### src/rtl/key_filter_pkg.sv
// key_filter_pkg: shared types and widths for the key debounce bank.
//   key_state_e : per-key debounce FSM encoding
//   key_evt_t   : per-key registered outputs (level + strobes)
package key_filter_pkg;

    localparam int unsigned CNT_W  = 24;
    localparam int unsigned LONG_W = 26;

    typedef enum logic [1:0] {
        IDLE       = 2'd0,
        PRESS_FILT = 2'd1,
        DOWN       = 2'd2,
        REL_FILT   = 2'd3
    } key_state_e;

    typedef struct packed {
        logic lvl;    // debounced level, 1 = pressed
        logic press;  // one-cycle press strobe
        logic rls;    // one-cycle release strobe
        logic lng;    // one-cycle long-press strobe
    } key_evt_t;

endpackage

### src/rtl/key_filter_bank_if.sv
// key_filter_bank_if: raw key pins and debounced key outputs.
//   key_in      : raw active-low key pins (driven by board / master)
//   key_state   : debounced level, 1 = pressed
//   key_press   : one-cycle press strobe
//   key_release : one-cycle release strobe
//   key_long    : one-cycle long-press strobe
// master = key source/consumer side, slave = key_filter_bank.
interface key_filter_bank_if #(
    parameter int unsigned NUM_KEYS = 4
);
    logic [NUM_KEYS-1:0] key_in;
    logic [NUM_KEYS-1:0] key_state;
    logic [NUM_KEYS-1:0] key_press;
    logic [NUM_KEYS-1:0] key_release;
    logic [NUM_KEYS-1:0] key_long;

    modport master (
        output key_in,
        input  key_state, key_press, key_release, key_long
    );

    modport slave (
        input  key_in,
        output key_state, key_press, key_release, key_long
    );
endinterface

### src/rtl/key_filter_chan.sv
// key_filter_chan: one key - 2-flop synchroniser, 4-state debounce FSM,
// filter counter and registered level/strobe outputs.
// Optional long-press detection when KEY_FILTER_BANK_LONG_PRESS_EN is defined.
// Ports:
//   sys_clk, sys_rst_n : clock, async active-low reset
//   key_n              : raw active-low key pin (asynchronous)
//   evt                : registered level and strobes
module key_filter_chan
    import key_filter_pkg::*;
#(
    parameter logic [CNT_W-1:0]  CNT_MAX  = 24'd999_999,
    parameter logic [LONG_W-1:0] LONG_MAX = 26'd49_999_999
) (
    input  logic     sys_clk,
    input  logic     sys_rst_n,
    input  logic     key_n,
    output key_evt_t evt
);

    logic             sync1;
    logic             sync2;
    key_state_e       state;
    logic [CNT_W-1:0] cnt;
    logic             lvl_q;
    logic             press_q;
    logic             rls_q;
    logic             long_q;

    // Synchroniser, debounce FSM and its registered outputs
    always_ff @(posedge sys_clk or negedge sys_rst_n) begin
        if (!sys_rst_n) begin
            sync1   <= 1'b1;
            sync2   <= 1'b1;
            state   <= IDLE;
            cnt     <= '0;
            lvl_q   <= 1'b0;
            press_q <= 1'b0;
            rls_q   <= 1'b0;
        end else begin
            sync1   <= key_n;
            sync2   <= sync1;
            press_q <= 1'b0;
            rls_q   <= 1'b0;
            case (state)
                IDLE: begin
                    if (!sync2) begin
                        state <= PRESS_FILT;
                        cnt   <= '0;
                    end
                end
                PRESS_FILT: begin
                    if (sync2) begin
                        state <= IDLE;
                        cnt   <= '0;
                    end else if (cnt == CNT_MAX) begin
                        state   <= DOWN;
                        press_q <= 1'b1;
                        lvl_q   <= 1'b1;
                        cnt     <= '0;
                    end else begin
                        cnt <= cnt + CNT_W'(1);
                    end
                end
                DOWN: begin
                    if (sync2) begin
                        state <= REL_FILT;
                        cnt   <= '0;
                    end
                end
                REL_FILT: begin
                    if (!sync2) begin
                        state <= DOWN;
                        cnt   <= '0;
                    end else if (cnt == CNT_MAX) begin
                        state <= IDLE;
                        rls_q <= 1'b1;
                        lvl_q <= 1'b0;
                        cnt   <= '0;
                    end else begin
                        cnt <= cnt + CNT_W'(1);
                    end
                end
                default: begin
                    state <= IDLE;
                    cnt   <= '0;
                end
            endcase
        end
    end

`ifdef KEY_FILTER_BANK_LONG_PRESS_EN
    logic [LONG_W-1:0] lcnt;
    logic              long_done;

    // Long-press timer: advances only while DOWN, so a release bounce
    // (REL_FILT -> DOWN) keeps the accumulated hold time. Cleared once the
    // press has fully ended (IDLE).
    always_ff @(posedge sys_clk or negedge sys_rst_n) begin
        if (!sys_rst_n) begin
            lcnt      <= '0;
            long_done <= 1'b0;
            long_q    <= 1'b0;
        end else begin
            long_q <= 1'b0;
            if (state == DOWN) begin
                if (lcnt == LONG_MAX) begin
                    if (!long_done) begin
                        long_q    <= 1'b1;
                        long_done <= 1'b1;
                    end
                end else begin
                    lcnt <= lcnt + LONG_W'(1);
                end
            end else if (state == IDLE) begin
                lcnt      <= '0;
                long_done <= 1'b0;
            end
        end
    end
`else
    logic unused_long_max;
    assign unused_long_max = ^LONG_MAX;
    assign long_q          = 1'b0;
`endif

    assign evt = '{lvl: lvl_q, press: press_q, rls: rls_q, lng: long_q};

endmodule

### src/rtl/key_filter_bank.sv
// key_filter_bank: NUM_KEYS independent debounced push-button channels.
// Optional feature macro: KEY_FILTER_BANK_LONG_PRESS_EN (long-press strobe).
// Ports:
//   sys_clk   : system clock
//   sys_rst_n : async active-low reset
//   kif       : key_filter_bank_if.slave (key_in in; key_state, key_press,
//               key_release, key_long out)
module key_filter_bank
    import key_filter_pkg::*;
#(
    parameter int unsigned       NUM_KEYS = 4,
    parameter logic [CNT_W-1:0]  CNT_MAX  = 24'd999_999,
    parameter logic [LONG_W-1:0] LONG_MAX = 26'd49_999_999
) (
    input  logic                 sys_clk,
    input  logic                 sys_rst_n,
    key_filter_bank_if.slave     kif
);

    key_evt_t evt [NUM_KEYS];

    // One channel per key; no shared state between keys
    for (genvar i = 0; i < NUM_KEYS; i++) begin : g_chan
        key_filter_chan #(
            .CNT_MAX  (CNT_MAX),
            .LONG_MAX (LONG_MAX)
        ) u_chan (
            .sys_clk   (sys_clk),
            .sys_rst_n (sys_rst_n),
            .key_n     (kif.key_in[i]),
            .evt       (evt[i])
        );
    end

    // Spread per-key events back onto the bus vectors
    always_comb begin
        for (int i = 0; i < NUM_KEYS; i++) begin
            kif.key_state[i]   = evt[i].lvl;
            kif.key_press[i]   = evt[i].press;
            kif.key_release[i] = evt[i].rls;
            kif.key_long[i]    = evt[i].lng;
        end
    end

endmodule
### src/flat_wrapper.sv
// flat-port wrapper written by rule: the top's interface ports become plain ports
module key_filter_bank_flat import key_filter_pkg::*;
#(
    parameter int unsigned       NUM_KEYS = 4,
    parameter logic [CNT_W-1:0]  CNT_MAX  = 24'd999_999,
    parameter logic [LONG_W-1:0] LONG_MAX = 26'd49_999_999
)
  (sys_clk, sys_rst_n, kif_key_in, kif_key_state, kif_key_press, kif_key_release, kif_key_long);
  key_filter_bank_if #(.NUM_KEYS(NUM_KEYS)) kif_i ();
  input  logic sys_clk;
  input  logic sys_rst_n;
  input wire logic [$bits(kif_i.key_in)-1:0] kif_key_in;
  output wire logic [$bits(kif_i.key_state)-1:0] kif_key_state;
  output wire logic [$bits(kif_i.key_press)-1:0] kif_key_press;
  output wire logic [$bits(kif_i.key_release)-1:0] kif_key_release;
  output wire logic [$bits(kif_i.key_long)-1:0] kif_key_long;
  assign kif_i.key_in = kif_key_in;
  assign kif_key_state = kif_i.key_state;
  assign kif_key_press = kif_i.key_press;
  assign kif_key_release = kif_i.key_release;
  assign kif_key_long = kif_i.key_long;
  key_filter_bank #(.NUM_KEYS(NUM_KEYS), .CNT_MAX(CNT_MAX), .LONG_MAX(LONG_MAX)) u_core (.sys_clk(sys_clk), .sys_rst_n(sys_rst_n), .kif(kif_i));
endmodule
### config.mk
export PLATFORM = sky130hd
export DESIGN_NAME = key_filter_bank_flat
export DESIGN_NICKNAME = d
export VERILOG_FILES = /design/src/rtl/key_filter_pkg.sv /design/src/rtl/key_filter_bank_if.sv /design/src/rtl/key_filter_chan.sv /design/src/rtl/key_filter_bank.sv /design/src/flat_wrapper.sv
export SDC_FILE = /design/constraint.sdc
export NUM_CORES = 1
export LEC_CHECK = 0
export BUFFER_PORTS_ARGS = -buffer_cell sky130_fd_sc_hd__buf_4
export CAP_MARGIN = 40
export CORE_AREA = 2 2 125 127
export CTS_CLUSTER_SIZE = 24
export DETAILED_ROUTE_END_ITERATION = 12
export DIE_AREA = 0 0 127 129
export GPL_ROUTABILITY_DRIVEN = 0
export GPL_TIMING_DRIVEN = 1
export PLACE_DENSITY_LB_ADDON = 0.12
export SLEW_MARGIN = 10
export SYNTH_ARGS = -nofsm -noshare
export SYNTH_HDL_FRONTEND = slang
export SYNTH_SLANG_ARGS = --single-unit
### constraint.sdc
create_clock -name sys_clk -period 2.9 [get_ports sys_clk]
set_clock_uncertainty 0.15 [all_clocks]
set_input_delay 0.58 -clock sys_clk [delete_from_list [all_inputs] [get_ports sys_clk]]
set_output_delay 0.58 -clock sys_clk [all_outputs]
set_load 0.02 [all_outputs]
Word level (Yosys, flattened, before mapping)
Index checks and enable logic that the tools add are counted.

storage, ports and cells
  bits in registers = 124
  latch bits = 0
  bits in writable memories = 0
  ROM bits = 0
  bits of input ports = 6
  output and inout bits = 16
  word-level logic and storage cells = 192
  memories = 0

cells by class
  $add $sub $neg = 4
  multipliers = 0
  div/mod/pow operators = 0
  magnitude comparators = 0
  equality and inequality tests = 48
  shifts and indexed selects = 0
  multiplexer cells = 92
  bitwise operators = 0
  reduce and logical (&&, ||, !) cells = 20

operator list
  kind                                             count
  two-way mux 24 bit                               20
  case mux 24 bit (4 select lines)                 4
  adder 24 x 1 -> 24 bit, second input constant    4
  == test 24 x 20 -> 1 bit, second input constant  4
  two-way mux 2 bit                                24
  inequality test 2 bit, second input constant     24
  two-way mux 1 bit                                36
  case mux 2 bit (4 select lines)                  4
  inequality test 3 bit, second input constant     8
  AND reduction 5 bit                              4
  == test 2 bit, second input constant             8
  AND reduction 4 bit                              4
  == test 2 x 1 -> 1 bit, second input constant    4
  zero test 2 bit                                  4
  case mux 1 bit (2 select lines)                  4
  AND reduction 2 bit                              4
  nonzero test 2 bit                               4

Depth between registers and ports, before layout
  word-level depth = 4
  depth in mapped cells = 8

Hierarchy
A second synthesis with hierarchy kept.

unflattened totals
  cells, all modules = 714
  area, all modules = 6695.2 um^2

by module, submodules not included
  module                                          instances  cells an instance  area each (um^2)  sequential area each (um^2)
  key_filter_chan at u_core.g_chan[0].u_chan ...  3          176                1662.8            778.2
  key_filter_chan at u_core.g_chan[3].u_chan      1          186                1706.6            778.2

Worst setup path before layout
Ideal clock, no wire load.

  kind = flip-flop to flip-flop
  start point = register u_core.g_chan[3].u_chan.cnt[10]
  end point = register u_core.g_chan[3].u_chan.cnt[22]
  setup time = 121 ps
  data arrival time = 1852 ps
  required time = 2629 ps
  slack = 778 ps
  stages on the path, launching flop included = 9
  buffers on the path = 3
  clock period less this slack = 2122 ps
  cells stage by stage = dfrtp_1 -> buf_6 -> or4_4 -> nor4_4 -> a21oi_2 -> buf_6 -> buf_6 -> a31oi_1 -> nor2_1

on the way
  longest elaborated chain between the ends = 4
  elaborated cells between the ends (all ways) = 6
  those cells by class = 1 x add/sub; 1 x eq/ne; 4 x mux

RTL lines
  item                                                                       RTL line                                      source
  from (decl)                                                                key_filter_chan.sv:23                         logic [CNT_W-1:0] cnt;
  from (signal assigned)                                                     key_filter_chan.sv:61                         cnt <= cnt + CNT_W'(1);
  from (signal assigned)                                                     key_filter_chan.sv:80                         cnt <= cnt + CNT_W'(1);
  adder 24 x 1 -> 24 bit / == test 24 x 20 -> 1 bit (equally long branches)  n/a
  two-way mux 24 bit *                                                       key_filter_chan.sv:55, key_filter_chan.sv:74
  two-way mux 24 bit, on equally long branches                               key_filter_chan.sv:71, key_filter_chan.sv:52
  case mux 24 bit (4 select lines) *                                         key_filter_chan.sv:44                         case (state)

Mark *: on every way between the ends. The rest lies on a longest branch, timed or not.
A chain may end at the register's enable or synchronous reset.

Worst setup path in the final report
  start point = register u_core.g_chan[3].u_chan.cnt[10]
  end point = register u_core.g_chan[3].u_chan.cnt[12]

Same word-level chain as after synthesis.

==> reports/metrics.csv <==
stage;metric;value;unit
run_status;outcome;finished with violations;
run_status;failing checks;hold timing;
timing;Pins Over Slew Limit;0;
drt;total number of vias;5483;
drt;vias per cell;5.93;
logic_synthesis;Netlist cell types;61;
finish;Area Growth Syn to Fin;12.5;%
drt;residual DRC count;0;
power;VDD IR max;397;uV
clocking;H-tree depth;4;
drt;Metal-1 WL;6990;um
setup_path;critical path capture point type;flop;
die;core box area;0.0150;sq mm
logic_synthesis;EDFF count, synth;0;
finish;share of cells above drive strength 1;11.9;%
clocking;clock buffer depth;2;
logic_synthesis;asr flop ratio synth;100;%
power;Power Total;0.00473;W
logic_synthesis;share of the synthesized area in the top cell type;44.0;%
timing;setup TNS;0;ns
die;die span in y;129;um
drt;1st-iter DRT viols;447;
drt;DR top layer;met4;
grt;largest net degree at the start of global routing;47;
clocking;postcts setup bufs;0;
clocking;CTS Buf Count;17;
timing;Achievable Freq;414;MHz
timing;RSZ-0062 raised after global routing;false;
grt;GRT Util Overall;18.9;%
die;total die area;0.0164;sq mm
run;Max Cap Viol;0;
die;# rows;45;
grt;antenna violations before repair;0;
power;leakage;3.09;nW
power;power per cell area;638;mW/mm^2
grt;global-route wire length before repair;25100;um
timing;measured slew at the worst slew-check pin;0.834;ns
clocking;Clock Latency Late Sink;0.42;ns
die;DIE WIDTH;127;um
logic_synthesis;top post-synthesis cells by area;dfrtp_1 (44%), nand2_1 (4.7%), a31oi_1 (4.4%);
logic_synthesis;synthesized area;0.00659;sq mm
place;Port Buffers;17;
die;Top Ports;22;
grt;vias in the first global route;5268;
timing;period utilization;83.4;%
timing;Final Critical Period;2.42;ns
finish;Final Util;49.5;%
finish;ANT cells;0;
setup_path;Crit Path Class;flop to flop;
logic_synthesis;synthesized flop and latch total;124;
clocking;post_cts resized;0;
setup_path;Arr. time, crit path;2.55;ns
logic_synthesis;area leader, netlist;dfrtp_1;
drt;Final ANT Viol Nets;0;
place;hpwl dp;9700;um
clocking;CTS tree;yes;
drt;WL met2;6790;um
timing;Min Hold Slack;-0.000475;ns
clocking;# hold bufs at CTS;0;
logic_synthesis;register area share after synthesis;47.2;%
clocking;Root Driver;clkbuf_16;
timing;Final Hold Viols;1;
timing;Slew headroom;44.2;%
setup_path;worst-path maximum fanout;30;
drt;final WL;14500;um
timing;Finish-stage setup viols;0;
drt;met3 routed WL;557;um
worst_hold_path;Hold Crit Class;primary input to async pin;
logic_synthesis;Primary FF master, synth;dfrtp_1;
logic_synthesis;Gate Count Post-Synth;728;
die;starting density of the core;44.0;%
clocking;CTS sink cnt;124;
grt;total grt overflow;0;
clocking;clk slew on worst S/H paths;0.06;ns
setup_path;CP startpoint kind;flop;
drt;drt wl/cell;15.7;um
logic_synthesis;Syn. warnings;0;
setup_path;CP required;3.04;ns
logic_synthesis;Post-Syn Area per Cell;9.06;sq um
finish;# nets final;735;
drt;first-pass iteration count of the detailed router;5;
-- through the flow --
step | area, sq um | std cells | setup slack [ns] | hold slack, ns
2_1_floorplan | 6600 | 731 | 0.778 | 0.134
3_3_place_gp | 6760 | 892 | 0.487 | 0.196
3_5_place_dp | 6780 | 894 | 0.494 | 0.198
4_1_cts | 7410 | 925 | 0.487 | 0.0215
5_1_grt | 7410 | 925 | 0.314 | 0.0398
6_report | 7410 | 925 | 0.482 | -0.000475
-- cell usage after synthesis, types with 10 or more instances --
cell,number
buf_4,16
nor3_1,24
clkbuf_1,25
nand2_1,83
a21oi_1,40
dfrtp_1,116
and3_1,18
nor4_1,10
xnor2_1,17
nand3_1,52
nor2_1,52
a31oi_1,46
nand4_1,18
inv_1,19
o21ai_0,33
a41oi_1,12
a21o_1,10
-- cell families (layout without fill, tap and decap cells) --
group           count (synthesis)  after routing  synth area share, %
xor+xnor                       18             18                 2.39
fa+ha+maj                       4              4                0.759
compound gates                182            182                 17.8
other cells                     1              4               0.0569
flops                         124            124                 47.2
buf+inv                        73             79                 5.54
simple gates                  320            320                 25.3
mux                             6              6                0.930
-- registers in the layout, indices dropped and copies added, names as in the netlist, named ones only --
signal,count
u_core.g_chan.u_chan.rls_q,4
u_core.g_chan.u_chan.lvl_q,4
u_core.g_chan.u_chan.state,4
u_core.g_chan.u_chan.sync2,4
u_core.g_chan.u_chan.sync1,4
u_core.g_chan.u_chan.cnt,96
u_core.g_chan.u_chan.press_q,4
-- metal layers --
layer / GRT usage [%] / vias up
li1: - / 2676
met1: 25.6 / 2682
met2: 29.9 / 108
met3: 4.49 / 17
met4: 6.92 / 0
met5: 0 / -
-- cell usage in the layout, fill, tap and decap left out, types with 12 or more instances in the layout --
| cell | count |
|---|---|
| o21ai_0 | 33 |
| clkbuf_16 | 17 |
| nand3_1 | 52 |
| dfrtp_1 | 116 |
| a31oi_1 | 46 |
| nor2_1 | 52 |
| a21oi_1 | 39 |
| a41oi_1 | 12 |
| buf_4 | 27 |
| inv_1 | 19 |
| xnor2_1 | 17 |
| nor3_1 | 24 |
| nand4_1 | 18 |
| and3_1 | 18 |
| nand2_1 | 83 |
-- critical path, cell delays in order, from the launching register on --
cell     delay (ns)
dfrtp_1        0.47
or4_4          0.56
nor4_4         0.31
a21oi_2        0.22
buf_4          0.28
a41oi_1        0.24
a31oi_1        0.06
-- path summary, 6_finish.rpt --
kind / from / end / slack [ns] / depth (start not counted)
worst min register to register: u_core.g_chan[1].u_chan.sync1 / u_core.g_chan[1].u_chan.sync2 / 0.21 / 0
worst max register to register: u_core.g_chan[3].u_chan.cnt[10] / u_core.g_chan[3].u_chan.cnt[12] / 0.48 / 6
worst max-delay path: u_core.g_chan[3].u_chan.cnt[10] / u_core.g_chan[3].u_chan.cnt[12] / 0.48 / 6
min in group sys_clk: kif_key_in[1] / u_core.g_chan[1].u_chan.sync1 / 0.12 / 1
worst min-delay path: sys_rst_n / u_core.g_chan[3].u_chan.cnt[17] / -0.0005 / 1
max in group asynchronous: sys_rst_n / u_core.g_chan[2].u_chan.cnt[7] / 1.87 / 2
-- power by group --
group	leakage, nW	switching (W)	total (W)	internal, W
registers	1.69	0.0000899	0.00189	0.00181
logic	1.09	0.000397	0.000582	0.000185
clock network	0.309	0.000750	0.00226	0.00151
-- layout make-up --
cell class                      count  area [sq um]
Clock buffer                       26           529
Tap cell                          188           235
Clock inverter                      5           103
Multi-Input combinational cell    534          3130
Timing Repair Buffer               29           234
Fill cell                        1379          7560
Sequential cell                   124          3110
Inverter                           19          71.3
Power figures use the tool's default switching activity.
